<file path="config.mk">
export PLATFORM = sky130hd
export DESIGN_NAME = mem_access_unit
export DESIGN_NICKNAME = d
export VERILOG_FILES = /design/src/rtl/mem_access_unit.sv
export SDC_FILE = /design/constraint.sdc
export NUM_CORES = 1
export LEC_CHECK = 0
export CORE_ASPECT_RATIO = 2
export CORE_MARGIN = 2
export CORE_UTILIZATION = 43
export CTS_BUF_LIST = sky130_fd_sc_hd__clkbuf_8 sky130_fd_sc_hd__clkbuf_16
export DETAILED_ROUTE_END_ITERATION = 8
export PLACE_DENSITY = 0.82
export SLEW_MARGIN = 25
export SYNTH_ARGS = -nofsm -noshare
export SYNTH_HDL_FRONTEND = slang
export SYNTH_SLANG_ARGS = --single-unit
</file>
<file path="constraint.sdc">
create_clock -name CLK -period 2 [get_ports CLK]
set_input_delay 0.6 -clock CLK [delete_from_list [all_inputs] [get_ports CLK]]
set_output_delay 0.6 -clock CLK [all_outputs]
set_load 0.02 [all_outputs]
</file>
<file path="src/rtl/mem_access_unit.sv">
// rtl/mem_access_unit.sv - RISCV-Lite MEM stage: load/store sequencing over req/gnt/rvalid, forwarding and WB result.
module mem_access_unit #(
    parameter int ADDR_W = 32,
    parameter int XLEN   = 32
) (
    input  logic              CLK,
    input  logic              RSTn,
    input  logic              EN,
    input  logic              ex_valid,
    input  logic [XLEN-1:0]   ex_alu_res,
    input  logic [XLEN-1:0]   ex_store_data,
    input  logic [4:0]        ex_rd,
    input  logic [2:0]        ex_funct3,
    input  logic              ex_mem_read,
    input  logic              ex_mem_write,
    input  logic              ex_reg_write,
    output logic              stall,
    output logic [XLEN-1:0]   mem_fwd_data,
    output logic [4:0]        mem_fwd_rd,
    output logic              mem_fwd_we,
    output logic              dmem_req,
    output logic              dmem_we,
    output logic [ADDR_W-1:0] dmem_addr,
    output logic [XLEN-1:0]   dmem_wdata,
    output logic [3:0]        dmem_be,
    input  logic              dmem_gnt,
    input  logic              dmem_rvalid,
    input  logic [XLEN-1:0]   dmem_rdata,
    output logic              wb_valid,
    output logic [4:0]        wb_rd,
    output logic [XLEN-1:0]   wb_data,
    output logic              wb_reg_write,
    output logic              misalign
);

    typedef enum logic [1:0] {S_IDLE, S_REQ, S_WAIT_R} state_t;

    state_t            r_state;
    logic              r_is_load;
    logic [1:0]        r_lane;
    logic [2:0]        r_funct3;
    logic              r_reg_write;
    logic              r_gnt_pend;
    logic              r_rv_pend;
    logic [XLEN-1:0]   r_rdata_pend;

    logic [XLEN-1:0]   r_fwd_data;
    logic [4:0]        r_fwd_rd;
    logic              r_fwd_we;
    logic              r_dmem_req;
    logic              r_dmem_we;
    logic [ADDR_W-1:0] r_dmem_addr;
    logic [XLEN-1:0]   r_dmem_wdata;
    logic [3:0]        r_dmem_be;
    logic              r_wb_valid;
    logic [4:0]        r_wb_rd;
    logic [XLEN-1:0]   r_wb_data;
    logic              r_wb_reg_write;
    logic              r_misalign;

    logic              w_accept;
    logic              w_is_mem;
    logic              w_misalign;
    logic [3:0]        w_be;
    logic [XLEN-1:0]   w_wdata;
    logic              w_gnt;
    logic              w_rvalid;
    logic [XLEN-1:0]   w_rdata;
    logic [7:0]        w_byte;
    logic [15:0]       w_half;
    logic [XLEN-1:0]   w_load_data;

    assign stall      = (r_state != S_IDLE);
    assign w_accept   = EN & ex_valid & (r_state == S_IDLE);
    assign w_is_mem   = ex_mem_read | ex_mem_write;
    // funct3[1:0]: 00 byte, 01 half, 1x word (unknown encodings behave as word)
    assign w_misalign = ((ex_funct3[1:0] == 2'b01) & ex_alu_res[0]) |
                        (ex_funct3[1] & (ex_alu_res[1:0] != 2'b00));

    // A gnt/rvalid seen while EN was low is replayed from the pending flags
    assign w_gnt    = dmem_gnt | r_gnt_pend;
    assign w_rvalid = dmem_rvalid | r_rv_pend;
    assign w_rdata  = r_rv_pend ? r_rdata_pend : dmem_rdata;

    always_comb begin
        w_be    = 4'b1111;
        w_wdata = ex_store_data;
        case (ex_funct3[1:0])
            2'b00: begin
                w_be    = 4'b0001 << ex_alu_res[1:0];
                w_wdata = {(XLEN/8){ex_store_data[7:0]}};
            end
            2'b01: begin
                w_be    = ex_alu_res[1] ? 4'b1100 : 4'b0011;
                w_wdata = {(XLEN/16){ex_store_data[15:0]}};
            end
            default: ;
        endcase
    end

    always_comb begin
        w_byte      = w_rdata[{r_lane, 3'b000} +: 8];
        w_half      = r_lane[1] ? w_rdata[31:16] : w_rdata[15:0];
        w_load_data = w_rdata;
        case (r_funct3)
            3'b000:  w_load_data = {{(XLEN-8){w_byte[7]}}, w_byte};
            3'b001:  w_load_data = {{(XLEN-16){w_half[15]}}, w_half};
            3'b100:  w_load_data = {{(XLEN-8){1'b0}}, w_byte};
            3'b101:  w_load_data = {{(XLEN-16){1'b0}}, w_half};
            default: w_load_data = w_rdata;
        endcase
    end

    always_ff @(posedge CLK or negedge RSTn) begin
        if (!RSTn) begin
            r_state        <= S_IDLE;
            r_is_load      <= 1'b0;
            r_lane         <= 2'b00;
            r_funct3       <= 3'b000;
            r_reg_write    <= 1'b0;
            r_gnt_pend     <= 1'b0;
            r_rv_pend      <= 1'b0;
            r_rdata_pend   <= '0;
            r_fwd_data     <= '0;
            r_fwd_rd       <= 5'd0;
            r_fwd_we       <= 1'b0;
            r_dmem_req     <= 1'b0;
            r_dmem_we      <= 1'b0;
            r_dmem_addr    <= '0;
            r_dmem_wdata   <= '0;
            r_dmem_be      <= 4'b0000;
            r_wb_valid     <= 1'b0;
            r_wb_rd        <= 5'd0;
            r_wb_data      <= '0;
            r_wb_reg_write <= 1'b0;
            r_misalign     <= 1'b0;
        end else if (!EN) begin
            // Frozen, but the memory keeps talking: capture its responses once granted
            if (r_state == S_REQ && dmem_gnt && !r_gnt_pend) begin
                r_gnt_pend <= 1'b1;
                r_dmem_req <= 1'b0;
            end
            if (dmem_rvalid && !r_rv_pend &&
                (r_state == S_WAIT_R || (r_state == S_REQ && r_gnt_pend))) begin
                r_rv_pend    <= 1'b1;
                r_rdata_pend <= dmem_rdata;
            end
        end else begin
            r_wb_valid     <= 1'b0;
            r_wb_reg_write <= 1'b0;
            r_misalign     <= 1'b0;
            case (r_state)
                S_IDLE: begin
                    r_fwd_we <= 1'b0;
                    if (w_accept) begin
                        r_fwd_data  <= ex_alu_res;
                        r_fwd_rd    <= ex_rd;
                        r_fwd_we    <= ex_reg_write & ~w_is_mem;
                        r_wb_rd     <= ex_rd;
                        r_wb_data   <= ex_alu_res;
                        r_lane      <= ex_alu_res[1:0];
                        r_funct3    <= ex_funct3;
                        r_reg_write <= ex_reg_write;
                        r_is_load   <= ex_mem_read & ~ex_mem_write;
                        if (!w_is_mem) begin
                            r_wb_valid     <= 1'b1;
                            r_wb_reg_write <= ex_reg_write;
                        end else if (w_misalign) begin
                            r_wb_valid <= 1'b1;
                            r_misalign <= 1'b1;
                        end else begin
                            r_state      <= S_REQ;
                            r_dmem_req   <= 1'b1;
                            r_dmem_we    <= ex_mem_write;
                            r_dmem_addr  <= {ex_alu_res[ADDR_W-1:2], 2'b00};
                            r_dmem_be    <= w_be;
                            r_dmem_wdata <= w_wdata;
                        end
                    end
                end
                S_REQ: begin
                    if (w_gnt) begin
                        r_gnt_pend <= 1'b0;
                        r_dmem_req <= 1'b0;
                        if (r_is_load) begin
                            r_state <= S_WAIT_R;
                        end else begin
                            r_state    <= S_IDLE;
                            r_wb_valid <= 1'b1;
                        end
                    end
                end
                S_WAIT_R: begin
                    if (w_rvalid) begin
                        r_rv_pend      <= 1'b0;
                        r_state        <= S_IDLE;
                        r_wb_valid     <= 1'b1;
                        r_wb_data      <= w_load_data;
                        r_wb_reg_write <= r_reg_write;
                    end
                end
                default: r_state <= S_IDLE;
            endcase
        end
    end

    assign mem_fwd_data = r_fwd_data;
    assign mem_fwd_rd   = r_fwd_rd;
    assign mem_fwd_we   = r_fwd_we;
    assign dmem_req     = r_dmem_req;
    assign dmem_we      = r_dmem_we;
    assign dmem_addr    = r_dmem_addr;
    assign dmem_wdata   = r_dmem_wdata;
    assign dmem_be      = r_dmem_be;
    assign wb_valid     = r_wb_valid;
    assign wb_rd        = r_wb_rd;
    assign wb_data      = r_wb_data;
    assign wb_reg_write = r_wb_reg_write;
    assign misalign     = r_misalign;

endmodule

</file>
==> results of run 1 <==
[layout by cell type, fill, tap and decap left out, types with 3 or more instances in the layout]
cell type,n
bufinv_16,3
dfrtp_1,179
nand2_1,156
nand3b_1,3
mux2_2,55
mux4_2,11
a2bb2oi_1,4
clkdlybuf4s50_1,110
buf_12,13
nor2_1,48
clkinvlp_4,3
a22o_1,7
a221oi_1,17
clkbuf_16,17
nand2b_1,4
o211ai_1,3
mux2i_1,61
o21ai_0,49
o31ai_1,3
nor3_1,7
a21oi_1,36
mux2_1,4
o21bai_1,18
inv_1,12
o2111ai_1,6
dfrtp_2,3
dlygate4sd2_1,145
buf_4,86
buf_6,4
mux2_4,29
o22ai_1,12
clkinv_2,3
[metal layers]
metal / GRT usage (%) / part of all wire (%) / up-vias / routed length [µm]
met4: 13.6 / 4.6 / 0 / 1320
li1: - / - / 3554 / -
met1: 27.4 / 35 / 3819 / 10000
met5: 0 / 0 / - / 0
met2: 48.5 / 55 / 308 / 15800
met3: 5.18 / 5.2 / 71 / 1480
[kinds of logic (layout without fill, tap and decap cells)]
family	Yosys count	after routing	share of synthesized area, %
other cells	1	4	0.0415
mux	160	160	21.7
compound gates	167	167	11.9
flops	182	182	50.4
buf+inv	81	404	4.68
simple gates	238	238	11.3
[through the flow]
step	util (%)	cell area (µm²)	std cells	worst slack [ns]
2_1_floorplan	-	9050	830	0.0192
3_3_place_gp	59.9	12500	1386	-0.507
3_5_place_dp	59.9	12500	1386	-0.584
4_1_cts	62.1	12900	1419	0.000826
5_1_grt	62.4	13000	1424	-0.0280
6_report	62.4	13000	1424	0.0525
[sequential cells by signal, summed over array words and instances (netlist names), 2 cells and up]
signal,flops
dmem_wdata,32
r_rdata_pend,32
dmem_addr,30
dmem_be,4
r_funct3,3
r_state,2
wb_rd,5
wb_data,32
mem_fwd_data,31
[repair_timing]
| action | 4_1_cts | 5_1_grt |
|---|---|---|
| gates cloned | 1 | 0 |
| buffers inserted | 1 | 3 |
| hold buffers | 0 | 0 |
| gates resized for setup | 153 | 11 |
| pin swaps | 1 | 0 |
| setup endpoints to repair | 196 | 22 |
[area by class of cell]
cell class	count	area (µm²)	share of cell area, %
clock buffer	17	425	3.27
sequential	182	4560	35.1
timing repair buffer	363	3400	26.1
clock inverter	14	161	1.24
multi-input combinational	567	4080	31.4
inverter	10	37.5	0.289
antenna	2	5.00	0.0385
tap	269	337	2.59
[worst max path at each step]
stage,startpoint,endpoint,cells past startpoint
finish,mem_fwd_data[1],wb_data[6],7
global route,mem_fwd_data[1],wb_data[10],7
CTS,r_state[1],stall,4
detailed placement,dmem_rdata[15],wb_data[27],5
global placement,dmem_rdata[15],wb_data[21],5
floorplan,mem_fwd_data[1],wb_data[11],5
[report_power, final]
part | leakage [nW] | switching (mW) | internal, mW
Combinational | 3.73 | 3.67 | 3.33
Sequential | 2.21 | 0.869 | 4.99
Clock | 0.287 | 1.47 | 1.95
Total | 6.23 | 6.01 | 10.3
==> run summary, run 1 <==
Outcome - completed
Layout fillers - 1,739
Hold Fails Final Rpt - 0
Cell Pwr Density - 1250 nW/µm²
Hold crit path type - in -> async
Startpoint Class - flip-flop
R2r endpoint - wb_data[6]
CP max-delay cell - mux4_2
Setup CP Type - reg -> reg
Crit path top cell by count - buf_4
Final net count - 1,254
Root Driver - clkbuf_16
Avg Cell Area, Syn - 10.9 µm²
Crit-path cells - buf_12, buf_4, mux2i_1, mux4_2, o21ai_0, buf_4, a22o_1
TritonCTS Sinks - 182
Slew margin rel. - 60.2%
Antenna violations before repair - 2
Die width - 106 µm
Global-route wire length before repair - 44.5 mm
Post-Synthesis Cells - 829
Final setup viols - 0
Flops & latches, synth - 182
Hold_ws - 0.0909 ns
Clock tree buffer depth - 2
Final Skew - 0.0127 ns
Family with the most delay on the worst path - multiplexers
Pin slew with the least headroom to its limit - 0.595 ns
Top_reg_cell synth - dfrtp_1
CTS tree - yes
Critical path endpoint category - flip-flop
Synth top area share - 50.4%
Ranking of synthesized cells by area - dfrtp_1 50%, mux2_2 6.9%, mux2i_1 6.8%, nand2_1 6.5%, mux2_4 4.8%
GPL Wtd Cong - 0.936
HPWL Detailed - 21.4 mm
Vias - 7,752
Commonest cells post-synth - 182 x dfrtp_1, 156 x nand2_1, 61 x mux2i_1
TNS Setup - 0 ns
Seq/Total Area, Yosys - 50.4%
Drt total wl - 28.6 mm
Reg clk slew, reported paths - 0.07 ns
Fmax achieved - 513 MHz
WP buf/inv - 3
Top Ports - 262
DR WL/cell - 20.1 µm
Number of synthesized flops with an enable pin - 0
R2r setup slk - 0.05 ns
Pin count of the biggest net entering global routing - 71
Clk_lat worst skew - 0.44 ns
Grt ovf - 0
Fin. max-slew vios - 0
Vias per cell - 5.44
Num CTS Buffers - 17
Share of post-route cells with drive strength above 1 - 21.0%
Htree depth - 4
Area grow syn2layout - 43.9%
Rows - 75
Max incr delay on CP - 0.46 ns
Die area - 22,300 µm²
Peak fanout along the critical path - 14
Post-route ant nets - 0
Final period util - 97.4%
Most frequent cell after synthesis - dfrtp_1
Peak supply drop - 0.000893 V
Core Region - 20,800 µm²
Crit path DAT - 2.33 ns
Port bufs - 259
Initial Util - 43.4%
# DRC - 0
Die Y - 209 µm
WP data required - 2.38 ns
Post-synth top area cell - dfrtp_1
Worst r2r src - mem_fwd_data[1]
Min cycle time layout - 1.95 ns
All-Layer GR Usage - 26.2%
Yosys cell types - 51
Reg2Reg Depth - 7
Ys async rst share - 100%
Number of max-cap violations - 0
Synthesized area - 9030 µm²
Vias in the first global route - 8,061
Syn. warnings - 0
TritonRoute pass-1 iters - 5
Drt first-iter violations - 593
Total power - 16.3 mW
Static leakage - 6.23 nW
Power figures use the tool's default switching activity.
==> inputs of run 2 (changes only) <==
- HOLD_SLACK_MARGIN: unset -> 0.06
==> results of run 2 <==
The final DEF is identical to that of run 1; final timing and power are the same.
==> inputs of run 3 (changes only) <==
- ABC_AREA: unset -> 1
- CAP_MARGIN: unset -> 20
- PLACE_DENSITY: 0.82 -> 0.83
==> run 3 against run 2 <==
Against the previous run: clock power rose by 2%; cell count rose by 19%; global-route usage rose by 1.5 points; count of clock-buffer cells in the layout rose by 1; register-to-register slack improved by 0.15 ns; first-iteration DRC count fell by 5.1%.
==> run summary, run 3 <==
Outcome - completed
Vias - 8,703 (+12%)
Vias per cell - 5.12 (-6.0%)
Vias in the first global route - 8,586 (+6.5%)
DR WL/cell - 17.3 µm (-14%)
Global-route wire length before repair - 45.9 mm (+3.0%)
Drt first-iter violations - 563 (-5.1%)
TritonCTS Sinks - 182 (unchanged)
Peak supply drop - 0.000708 V (-21%)
Hold Fails Final Rpt - 0 (unchanged)
Final Skew - 0.00808 ns (-0.00463 ns)
Ys async rst share - 100% (unchanged)
Final net count - 1,534 (+22%)
CTS tree - yes
Critical path endpoint category - primary output
Antenna violations before repair - 0 (-2)
Number of max-cap violations - 0 (unchanged)
Pin slew with the least headroom to its limit - 0.553 ns (-0.0416 ns)
Slew margin rel. - 63.1% (+2.9 points)
Grt ovf - 0 (unchanged)
Hold crit path type - in -> async
Diode count - 0 (-2)
Commonest non-fill, non-tap cells in the layout - 433 x nand2_1, 181 x dfrtp_1, 145 x dlygate4sd2_1, 111 x clkdlybuf4s50_1, 84 x o21ai_0
Port bufs - 259 (unchanged)
Synth top area share - 51.8% (+1.4 points)
Final instance area - 12,500 µm² (-3.9%)
Flops & latches, synth - 182 (unchanged)
RSZ-0062 raised after global routing - no
Initial Util - 43.4% (about the same)
Ranking of synthesized cells by area - dfrtp_1 52%, nand2_1 18%, o21ai_0 4.8%, o21ai_1 3.5%, nor2_1 3.1%
Syn. warnings - 0 (unchanged)
Num CTS Buffers - 17 (unchanged)
Core Region - 20,300 µm² (-2.7%)
Rows - 74 (-1.3%)
Top Ports - 262 (unchanged)
Share of post-route cells with drive strength above 1 - 10.9% (-10 points)
Number of synthesized flops with an enable pin - 0 (unchanged)
Seq/Total Area, Yosys - 51.8% (+1.4 points)
Post-route ant nets - 0 (unchanged)
Post-Synthesis Cells - 1,134 (+37%)
Fin. max-slew vios - 0 (unchanged)
Top_reg_cell synth - dfrtp_1
Synthesized area - 8800 µm² (-2.6%)
Yosys cell types - 33 (-35%)
HPWL Detailed - 22.7 mm (+6.3%)
Clock tree buffer depth - 2 (unchanged)
Die area - 21,700 µm² (-2.5%)
TritonRoute pass-1 iters - 6 (+1)
Min cycle time layout - 1.93 ns (-0.0215 ns)
# Post-CTS Setup Buffers - 0 (-1)
Commonest non-fill, non-tap cell in the layout - nand2_1
Most frequent cell after synthesis - nand2_1
Post-synth top area cell - dfrtp_1
# hold bufs at CTS - 0 (unchanged)
Hold_ws - 0.0768 ns (-0.0141 ns)
All-Layer GR Usage - 27.7% (+1.5 points)
Static leakage - 6.52 nW (+4.7%)
# DRC - 0 (unchanged)
Crit path DAT - 1.33 ns (-1.00 ns)
WP data required - 1.40 ns (-0.98 ns)
DP Area - 12,100 µm² (-3.4%)
Reg clk slew, reported paths - 0.06 ns (about the same)
GPL Wtd Cong - 0.991 (+5.9%)
Avg Cell Area, Syn - 7.76 µm² (-29%)
Fmax achieved - 519 MHz (+1.1%)
Die Y - 206 µm (-1.3%)
Startpoint Class - flip-flop
Peak fanout along the critical path - 4 (-10)
Final period util - 96.3% (-1.1 points)
Die width - 105 µm (-1.3%)
Htree depth - 4 (unchanged)
Root Driver - clkbuf_16
Commonest cells post-synth - 433 x nand2_1, 182 x dfrtp_1, 84 x o21ai_0
Pin count of the biggest net entering global routing - 65 (-8.5%)
Setup CP Type - reg -> out
Clk_lat worst skew - 0.44 ns (about the same)
Final setup viols - 0 (unchanged)
Cell Pwr Density - 1620 nW/µm² (+29%)
Drt total wl - 29.4 mm (+2.7%)
Area grow syn2layout - 42.0%
run 3: changes by cell type after synthesis, moves of 43 or more:
cell | previous run | this run
inv_1 | 10 | 67
mux2_2 | 55 | 0
mux2i_1 | 61 | 0
nand2_1 | 156 | 433
nand3_1 | 3 | 46
o21ai_1 | 0 | 62
run 3: per-layer routing:
layer	routed length (µm)	vias to the layer above	track usage (%)	part of all wire (%)
li1	-	4191	-	-
met1	10100	4008	29.7	34
met2	15400	396	48.6	52
met3	1450	108	4.26	4.9
met4	2440	0	21.0	8.3
met5	0	-	0	0
run 3: critical path, stage by stage, from the launching register on:
cell and delay [ns]:
dfrtp_2 0.45, nor2_4 0.16, inv_1 0.11, buf_2 0.17
run 3: per-stage QoR:
stage	total power, mW	worst slack [ns]	utilization (%)	setup TNS (ns)	instances
after floorplan	12.5	0.346	-	0	1135
after global placement	17.5	-0.204	59.5	-12.11	1668
after detailed placement	17.8	-0.259	59.5	-14.43	1668
after CTS	20.3	0.00138	61.6	0	1700
after global routing	21.6	0.0400	61.6	0	1700
final	20.2	0.0740	61.6	0	1700
run 3: path summary, 6_finish.rpt:
path                             startpoint          endpoint  slack (ns)  cells past startpoint
max                              r_state[1]             stall        0.07                      3
min                                    RSTn   r_rdata_pend[4]        0.08                      1
max reg2reg                       r_rv_pend       wb_data[20]        0.20                      8
min reg2reg                mem_fwd_data[30]  mem_fwd_data[30]        0.47                      2
max in group asynchronous              RSTn     dmem_addr[30]        1.30                      2
min in group CLK           mem_fwd_data[30]  mem_fwd_data[30]        0.47                      2
run 3: area by class of cell:
type                       instances  area, µm²
clock inverter                    14        171
tap                              266        333
sequential                       182       4560
inverter                          75        282
fill                            1783       7780
clock buffer                      18        439
multi-input combinational        807       3580
timing repair buffer             338       3130
run 3: kinds of logic after synthesis:
kind of cell    synth area share, %
simple gates                   25.7
buf+inv                        7.62
compound gates                 14.9
flops                          51.8
other cells                  0.0426
run 3: what timing repair did:
item                       4_1_cts  5_1_grt
gates resized for setup        150        1
setup endpoints to repair      146        1
pin swaps                        1        0
run 3: power by group:
| group | internal, mW | switching (mW) |
|---|---|---|
| registers | 5.39 | 1.05 |
| clock network | 2.01 | 1.47 |
| logic | 3.85 | 6.47 |
==> edit: new RTL, config.mk and constraints of run 3 <==
Change the parameter `ADDR_W` from 32 to 24.
--- a/src/rtl/mem_access_unit.sv
+++ b/src/rtl/mem_access_unit.sv
@@ -1,6 +1,6 @@
 // rtl/mem_access_unit.sv - RISCV-Lite MEM stage: load/store sequencing over req/gnt/rvalid, forwarding and WB result.
 module mem_access_unit #(
-    parameter int ADDR_W = 32,
+    parameter int ADDR_W = 24,
     parameter int XLEN   = 32
 ) (
     input  logic              CLK,
Ports: changed (resized dmem_addr); port bits go from 262 to 254. The function was not compared with the original's and may differ.
==> edit against run 3 <==
  * Cell area is 2.8% lower
  * Worst setup slack lost 20 ps
  * Synthesized cell count fell by 2.7%
  * Cell count is 1.8% lower
  * Sequential cell count down 8
  * Fmax down 1.0%
  * Power fell by 3.5%
  * Die area fell by 3.6%
  * Routed wire length fell by 1.3%
  * Clock skew hardly changed
  * Sequential power down 4.5%
  * Area after synthesis down 3.8%
  * Critical path depth rose by 4
==> edit: results <==
set metrics [dict create \
    status "complete, no violations" \
    first_pass_iters 5 \
    fill_cells 1677 \
    gp_congestion 0.997 \
    worst_pin_slew_ps 499 \
    dp_hpwl_um 22200 \
    nNetsFinal 1507 \
    wl_um 29000 \
    grt_pass1_vias 8474 \
    layout-drive-gt1-share_pct 11.0 \
    synth_cell_types 34 \
    io_buffers 251 \
    critPathMaxFanout 8 \
    rr_worst_depth 12 \
    hold_class "in -> async" \
    antenna_found_initial 2 \
    grtUsageTotal_pct 28.3 \
    leakage_uw 0.00632 \
    irDropWorstVdd_uv 610 \
    seq_area_frac_synth_pct 51.4 \
    grt_max_degree 65 \
    root_buffer "clkbuf_16" \
    clkTransAtPathRegs_ps 70 \
    worstPathArrival_ps 2280 \
    via_per_inst 5.19 \
    htreeDepth 4 \
    clock_latency_ps 450 \
    place_area_sq_mm 0.0117 \
    synth_common_cells "nand2_1 (423), dfrtp_1 (174), o21ai_0 (119)" \
    drt_iter0_markers 484 \
    grt_pass1_wl_um 44700 \
    dp_slack_ps -398 \
    numCtsBuffers 17 \
    worstSetupStartpoint "ex_funct3[1]" \
    cts_max_path_buffers 2 \
    r2r_start "r_rv_pend" \
    finClkSkew_ps 8.45 \
    yosys-top-cells-area "dfrtp_1 (51%), nand2_1 (19%), o21ai_0 (7.0%), inv_1 (2.9%), a21oi_1 (2.9%)" \
]
==> edit: cells by family (layout without fill, tap and decap cells) <==
logic type,after synthesis,in the layout,synth area share (%)
simple gates,555,555,26.2
compound gates,231,231,14.3
flops,174,174,51.4
buf+inv,142,445,8.04
other cells,1,5,0.0443
==> edit: routing by layer <==
layer  GRT usage [%]  share of wire, %
met3            5.47               5.4
met1            30.6                35
met2            47.4                52
met5               0                 0
met4            21.2               7.3
==> edit: where the power goes <==
| group | internal [uW] | switching [uW] |
|---|---|---|
| clock network | 1900 | 1520 |
| logic | 3690 | 6270 |
| registers | 5160 | 995 |
| total | 10700 | 8790 |
==> edit: final timing paths <==
check                                       end  slack (ps)
worst max-delay path             dmem_wdata[14]          50
worst min-delay path            mem_fwd_data[2]          70
worst max register to register      wb_data[13]         230
worst min register to register       wb_data[9]         470
max in group asynchronous         dmem_addr[23]        1350
min in group CLK                     wb_data[9]         470
==> edit: final cells by class <==
class | count | area (sq um) | area share, %
Multi-Input combinational cell | 788 | 3440 | 28.4
Sequential cell | 174 | 4350 | 35.9
Timing Repair Buffer | 340 | 3140 | 25.9
Tap cell | 259 | 324 | 2.67
Clock inverter | 14 | 155 | 1.28
Clock buffer | 18 | 439 | 3.62
Inverter | 73 | 279 | 2.30
Antenna cell | 3 | 7.51 | 0.0618
==> edit: timing repair <==
| action | 4_1_cts | 5_1_grt |
|---|---|---|
| pin swaps | 0 | 0 |
| buffers inserted | 0 | 6 |
| resized for setup | 141 | 3 |
| endpoints found under the setup margin | 139 | 3 |
==> edit: metrics by stage <==
step / util (%) / instances / hold slack, ps
after floorplan: - / 1104 / 304
final: 62.7 / 1669 / 68.8
after detailed placement: 60.2 / 1628 / 466
after global placement: 60.2 / 1628 / 460
after global routing: 62.7 / 1668 / 80.8
after CTS: 62.4 / 1660 / 60.9
==> edit: critical path, cell delays in order <==
cell and delay, ps:
clkdlybuf4s50_1 520, buf_4 220, nor2_1 410, nand2_1 100
nand2_1 120, a21oi_1 40, o21ai_0 260
